<file path="src/rtl/mult4_accum_if.sv">
// Beat/result bus between a 4x4 multiplier stage and its running-sum accumulator.
interface mult4_accum_if #(
    parameter int ACC_W = 16,
    parameter int CNT_W = 5
);
    logic [7:0]       in_prod;
    logic             in_valid;
    logic             in_last;
    logic             in_ready;
    logic             flush;
    logic             out_valid;
    logic             out_ready;
    logic [ACC_W-1:0] out_acc;
    logic [CNT_W-1:0] out_count;
    logic             out_ovf;

    // Producer/consumer side: drives beats and takes results.
    modport master (
        output in_prod, in_valid, in_last, flush, out_ready,
        input  in_ready, out_valid, out_acc, out_count, out_ovf
    );

    // Accumulator side.
    modport slave (
        input  in_prod, in_valid, in_last, flush, out_ready,
        output in_ready, out_valid, out_acc, out_count, out_ovf
    );
endinterface

</file>
<file path="src/rtl/mult4_accum.sv">
// Accumulates unsigned 8-bit products into a wrapping ACC_W-bit sum with a
// saturating term count and sticky overflow, then holds the result until the
// consumer takes it.
module mult4_accum #(
    parameter int ACC_W = 16,
    parameter int CNT_W = 5
) (
    input  logic              clk,
    input  logic              rst_n,
    mult4_accum_if.slave      bus
);

    typedef enum logic {ACC = 1'b0, HOLD = 1'b1} state_t;

    state_t           state_q, state_d;
    logic [ACC_W-1:0] acc_q, acc_d;
    logic [CNT_W-1:0] cnt_q, cnt_d;
    logic             ovf_q, ovf_d;
    // Low through reset and until the first clock edge after release, so
    // in_ready cannot rise before the block has actually been clocked.
    logic             rdy_en_q, rdy_en_d;

    logic             accept;
    logic [ACC_W:0]   sum;

    // in_ready depends only on registered state and flush, never on out_ready.
    assign bus.in_ready  = rdy_en_q && (state_q == ACC) && !bus.flush;
    assign accept        = bus.in_valid && bus.in_ready;
    assign sum           = {1'b0, acc_q} + {{(ACC_W-7){1'b0}}, bus.in_prod};

    assign bus.out_valid = (state_q == HOLD);
    assign bus.out_acc   = acc_q;
    assign bus.out_count = cnt_q;
    assign bus.out_ovf   = ovf_q;

    // Next-state: accumulate in ACC, wait for the output handshake in HOLD.
    always_comb begin
        state_d  = state_q;
        acc_d    = acc_q;
        cnt_d    = cnt_q;
        ovf_d    = ovf_q;
        rdy_en_d = 1'b1;
        unique case (state_q)
            ACC: begin
                if (bus.flush) begin
                    acc_d = '0;
                    cnt_d = '0;
                    ovf_d = 1'b0;
                end else if (accept) begin
                    acc_d = sum[ACC_W-1:0];
                    ovf_d = ovf_q | sum[ACC_W];
                    if (cnt_q != {CNT_W{1'b1}})
                        cnt_d = cnt_q + 1'b1;
                    if (bus.in_last)
                        state_d = HOLD;
                end
            end
            HOLD: begin
                // flush and in_valid are deliberately ignored here.
                if (bus.out_ready) begin
                    state_d = ACC;
                    acc_d   = '0;
                    cnt_d   = '0;
                    ovf_d   = 1'b0;
                end
            end
            default: state_d = ACC;
        endcase
    end

    // State and datapath registers; reset throws away any partial/pending sum.
    always_ff @(posedge clk or negedge rst_n) begin
        if (!rst_n) begin
            state_q  <= ACC;
            acc_q    <= '0;
            cnt_q    <= '0;
            ovf_q    <= 1'b0;
            rdy_en_q <= 1'b0;
        end else begin
            state_q  <= state_d;
            acc_q    <= acc_d;
            cnt_q    <= cnt_d;
            ovf_q    <= ovf_d;
            rdy_en_q <= rdy_en_d;
        end
    end

endmodule

</file>
<file path="src/flat_wrapper.sv">
// flat-port wrapper written by rule: the top's interface ports become plain ports
module mult4_accum_flat 
#(
    parameter int ACC_W = 16,
    parameter int CNT_W = 5
)
  (clk, rst_n, bus_in_prod, bus_in_valid, bus_in_last, bus_flush, bus_out_ready, bus_in_ready, bus_out_valid, bus_out_acc, bus_out_count, bus_out_ovf);
  mult4_accum_if #(.ACC_W(ACC_W), .CNT_W(CNT_W)) bus_i ();
  input  logic clk;
  input  logic rst_n;
  input wire logic [$bits(bus_i.in_prod)-1:0] bus_in_prod;
  input wire logic [$bits(bus_i.in_valid)-1:0] bus_in_valid;
  input wire logic [$bits(bus_i.in_last)-1:0] bus_in_last;
  input wire logic [$bits(bus_i.flush)-1:0] bus_flush;
  input wire logic [$bits(bus_i.out_ready)-1:0] bus_out_ready;
  output wire logic [$bits(bus_i.in_ready)-1:0] bus_in_ready;
  output wire logic [$bits(bus_i.out_valid)-1:0] bus_out_valid;
  output wire logic [$bits(bus_i.out_acc)-1:0] bus_out_acc;
  output wire logic [$bits(bus_i.out_count)-1:0] bus_out_count;
  output wire logic [$bits(bus_i.out_ovf)-1:0] bus_out_ovf;
  assign bus_i.in_prod = bus_in_prod;
  assign bus_i.in_valid = bus_in_valid;
  assign bus_i.in_last = bus_in_last;
  assign bus_i.flush = bus_flush;
  assign bus_i.out_ready = bus_out_ready;
  assign bus_in_ready = bus_i.in_ready;
  assign bus_out_valid = bus_i.out_valid;
  assign bus_out_acc = bus_i.out_acc;
  assign bus_out_count = bus_i.out_count;
  assign bus_out_ovf = bus_i.out_ovf;
  mult4_accum #(.ACC_W(ACC_W), .CNT_W(CNT_W)) u_core (.clk(clk), .rst_n(rst_n), .bus(bus_i));
endmodule
</file>
<file path="config.mk">
export PLATFORM = sky130hd
export DESIGN_NAME = mult4_accum_flat
export DESIGN_NICKNAME = d
export VERILOG_FILES = /design/src/rtl/mult4_accum_if.sv /design/src/rtl/mult4_accum.sv /design/src/flat_wrapper.sv
export SDC_FILE = /design/constraint.sdc
export NUM_CORES = 1
export LEC_CHECK = 0
export CAP_MARGIN = 20
export CELL_PAD_IN_SITES_DETAIL_PLACEMENT = 1
export CELL_PAD_IN_SITES_GLOBAL_PLACEMENT = 2
export CORE_MARGIN = 2
export CORE_UTILIZATION = 39
export CTS_BUF_LIST = sky130_fd_sc_hd__clkbuf_2 sky130_fd_sc_hd__clkbuf_4 sky130_fd_sc_hd__clkbuf_8
export CTS_CLUSTER_DIAMETER = 40
export CTS_CLUSTER_SIZE = 8
export DETAILED_ROUTE_END_ITERATION = 10
export DONT_BUFFER_PORTS = 1
export GPL_TIMING_DRIVEN = 1
export PLACE_DENSITY = 0.88
export SLEW_MARGIN = 15
export SYNTH_ARGS = -nofsm -noshare
export SYNTH_HDL_FRONTEND = slang
export SYNTH_SLANG_ARGS = --single-unit
</file>
<file path="constraint.sdc">
create_clock -name clk -period 2.75 [get_ports clk]
set_clock_uncertainty 0.2 [all_clocks]
set_input_delay 0.55 -clock clk [delete_from_list [all_inputs] [get_ports clk]]
set_output_delay 0.55 -clock clk [all_outputs]
set_load 0.005 [all_outputs]
</file>
==> results.toml <==
[yosys]
synthArstFlopShare_pct = 100
synth_cell_types = 41
syn_area_per_cell_um2 = 9.56
synth-seq-cells = 24
synth_flop_cell = "dfrtp_1"
syn_nets = 179
synth_edf_count = 0
yosys.area.top_type = "dfrtp_1"
postSynthCellCount = 154
ys_seq_area_share_pct = 40.8
synth_top_area_share_pct = 40.8
synth_top_cells_by_area = "dfrtp_1 (41%), ha_1 (8.5%), nand2_1 (5.4%)"
synth_area_um2 = 1470
yosysWarningCount = 0

[timing]
slew_violations = 0
setup_viol = 0
period_needed_ps = 2630
setup_slack_ps = 125
hold_violations = 0
max_freq_mhz = 381
rsz0062_at_grt = "false"
final.period_utilization_pct = 95.5

[routing]
drt_pass1_iterations = 4
wl_per_cell_um = 17.9
drt_iter0_drc = 24
drt-total-wl_um = 3700
ant_nets = 0
routed-via-count = 1188
drc = 0
viasPerCell = 5.74

[pwr]
vdd_drop_max_mv = 0.182
power_mw = 0.882
p_per_area_nw_per_um2 = 545
power_leakage_nw = 0.692

[min_path]
hold_end = "u_core.bus.out_acc[4]$_DFFE_PN0P_"
hp-class = "in -> reg"
min_from = "bus_flush"
hold_path_depth = 1

[run]
drv_cap = 0

[worst_setup_path]
startpoint_type = "flop"
r2r_end = "u_core.bus.out_acc[14]$_DFFE_PN0P_"
regToRegSetupSlack_ps = 120
arrival_ps = 2630
cp-end-kind = "flop"
worstPathRequired_ps = 2750
r2r-start = "u_core.bus.out_acc[0]$_DFFE_PN0P_"
reg2reg_depth = 8
crit_fanout = 5
crit_type = "reg -> reg"

[global_routing]
antenna_found_initial = 0
grt_pass1_wl_um = 6070
grt_pass1_vias = 1232
grt_max_degree = 25
grt_use_total_pct = 18.7
grt_overflow_total = 0

[floorplanning]
io_pins = 38
fp.dieW_um = 65.5
start_util_pct = 40.5
num_rows = 22
dieArea_um2 = 4280
die_h_um = 65.5
core-area_um2 = 3630

[finish]
final_nets = 185
fill_cells = 441
syn2layout_area_growth_pct = 9.86
drive_above_1_share_pct = 9.43
diodes = 0
final_cells = 207
ff_latch_area_um2 = 601
multi_input_area_um2 = 831
final_util_pct = 44.5

[clocking]
clock_sinks = 24
path_clk_slew_ps = 90
cts_tree = "done"
cts.path.max_buffers = 2
htreeDepth = 1
worstSkewPairLatency_ps = 270
clock-root-buffer = "clkbuf_8"
cts_made_buffers = 3

[placement]
post-place-ws_ps = -49.0
dp.cells = 201
place_congestion = 0.809
hpwl_um = 2840
io_buffers = 0

[outcome]
status = "finished, final reports clean"
[worst max-delay path: stages, from the launching register on]
cell and delay (ps):
dfrtp_1 400, ha_1 220, inv_1 70, fa_1 410, nand2b_1 210, a211oi_2 230
nor2_1 130, or4_1 520, a21oi_1 160
[placed cells by master (no fill, tap or decap), drive strengths merged, types with 3 or more instances in the layout]
| cell | Yosys | final |
|---|---|---|
| dfrtp | 24 | 24 |
| o31ai | 3 | 3 |
| buf | 2 | 3 |
| a21o | 3 | 3 |
| a21oi | 13 | 13 |
| or4 | 5 | 5 |
| o21ai | 11 | 11 |
| nor2 | 10 | 10 |
| o41ai | 4 | 4 |
| clkbuf | 1 | 4 |
| xor2 | 7 | 7 |
| o211ai | 4 | 4 |
| ha | 10 | 10 |
| inv | 7 | 7 |
| nand2 | 21 | 21 |
[cells in the mapped netlist, types with 2 or more instances]
library cell,number
xnor2_1,2
o41ai_1,4
dfrtp_1,24
xor2_1,7
nand3_1,2
ha_1,10
a21oi_1,13
a21o_1,3
inv_1,7
o211ai_1,3
a211oi_1,2
o21ai_0,10
mux2i_1,2
o31ai_1,3
a31oi_1,2
or4_1,5
nand2b_1,2
nand2_1,21
nand4_1,2
nor2_1,9
[repair_timing]
action / 4_1_cts / 5_1_grt
endpoints found under the hold margin: 24 / 0
gates resized for setup: 0 / 1
buffers inserted: 0 / 0
hold buffers: 2 / 0
setup endpoints to repair: 0 / 2
[through the flow]
| step | instance area (um2) | TNS (ps) | hold WS, ps |
|---|---|---|---|
| finish | 1620 | 0 | 168 |
| global placement | 1530 | 0 | 55.0 |
| detailed placement | 1530 | -49.0 | 55.0 |
| floorplan | 1470 | 0 | 54.4 |
| CTS | 1610 | 0 | 167 |
| global route | 1620 | 0 | 171 |
[how the worst max path moves through the flow]
stage / from / to / cells after the start
2_1_floorplan: bus_in_prod[0] / u_core.bus.out_acc[14]$_DFFE_PN0P_ / 8
3_3_place_gp: bus_in_prod[0] / u_core.bus.out_acc[14]$_DFFE_PN0P_ / 8
3_5_place_dp: bus_in_prod[0] / u_core.bus.out_acc[14]$_DFFE_PN0P_ / 8
4_1_cts: u_core.bus.out_acc[0]$_DFFE_PN0P_ / u_core.bus.out_acc[14]$_DFFE_PN0P_ / 8
5_1_grt: u_core.bus.out_acc[0]$_DFFE_PN0P_ / u_core.bus.out_acc[14]$_DFFE_PN0P_ / 8
6_report: u_core.bus.out_acc[0]$_DFFE_PN0P_ / u_core.bus.out_acc[14]$_DFFE_PN0P_ / 8
[kinds of logic (layout without fill, tap and decap cells)]
kind of cell,count (synthesis),count (layout),share of synthesized area (%)
multiplexers,3,3,2.12
AO/OA/AOI/OAI,45,45,20.4
XOR/XNOR,9,9,5.35
flip-flops,24,24,40.8
AND/OR/NAND/NOR,51,51,18.1
adder cells (fa/ha/maj),11,11,9.86
buffers and inverters,10,15,3.14
other,1,1,0.255
[routing by layer]
| metal | track usage, % | wire, um | up-vias |
|---|---|---|---|
| li1 | - | - | 577 |
| met1 | 23.2 | 1560 | 578 |
| met2 | 33.4 | 1940 | 29 |
| met3 | 4.45 | 171 | 4 |
| met4 | 3.13 | 24 | 0 |
| met5 | 0 | 0 | - |
[registers in the layout, indices dropped and copies added (netlist names)]
name / flops
u_core.bus.out_acc: 16
u_core.bus.out_count: 5
u_core.bus.out_ovf: 1
u_core.bus.out_valid: 1
u_core.rdy_en_q: 1
[cell type report]
cell class	instances	share of cell area (%)
sequential	24	37.1
clock buffer	4	3.40
multi-input combinational	120	51.4
tap	48	3.71
inverter	7	1.62
timing repair buffer	4	2.78
[report_power, final]
part           internal [mW]  switching (mW)  leakage (nW)
Sequential             0.377          0.0327         0.327
Clock                  0.128           0.121        0.0288
Combinational         0.0886           0.135         0.336
(Power assumes the default switching activity.)
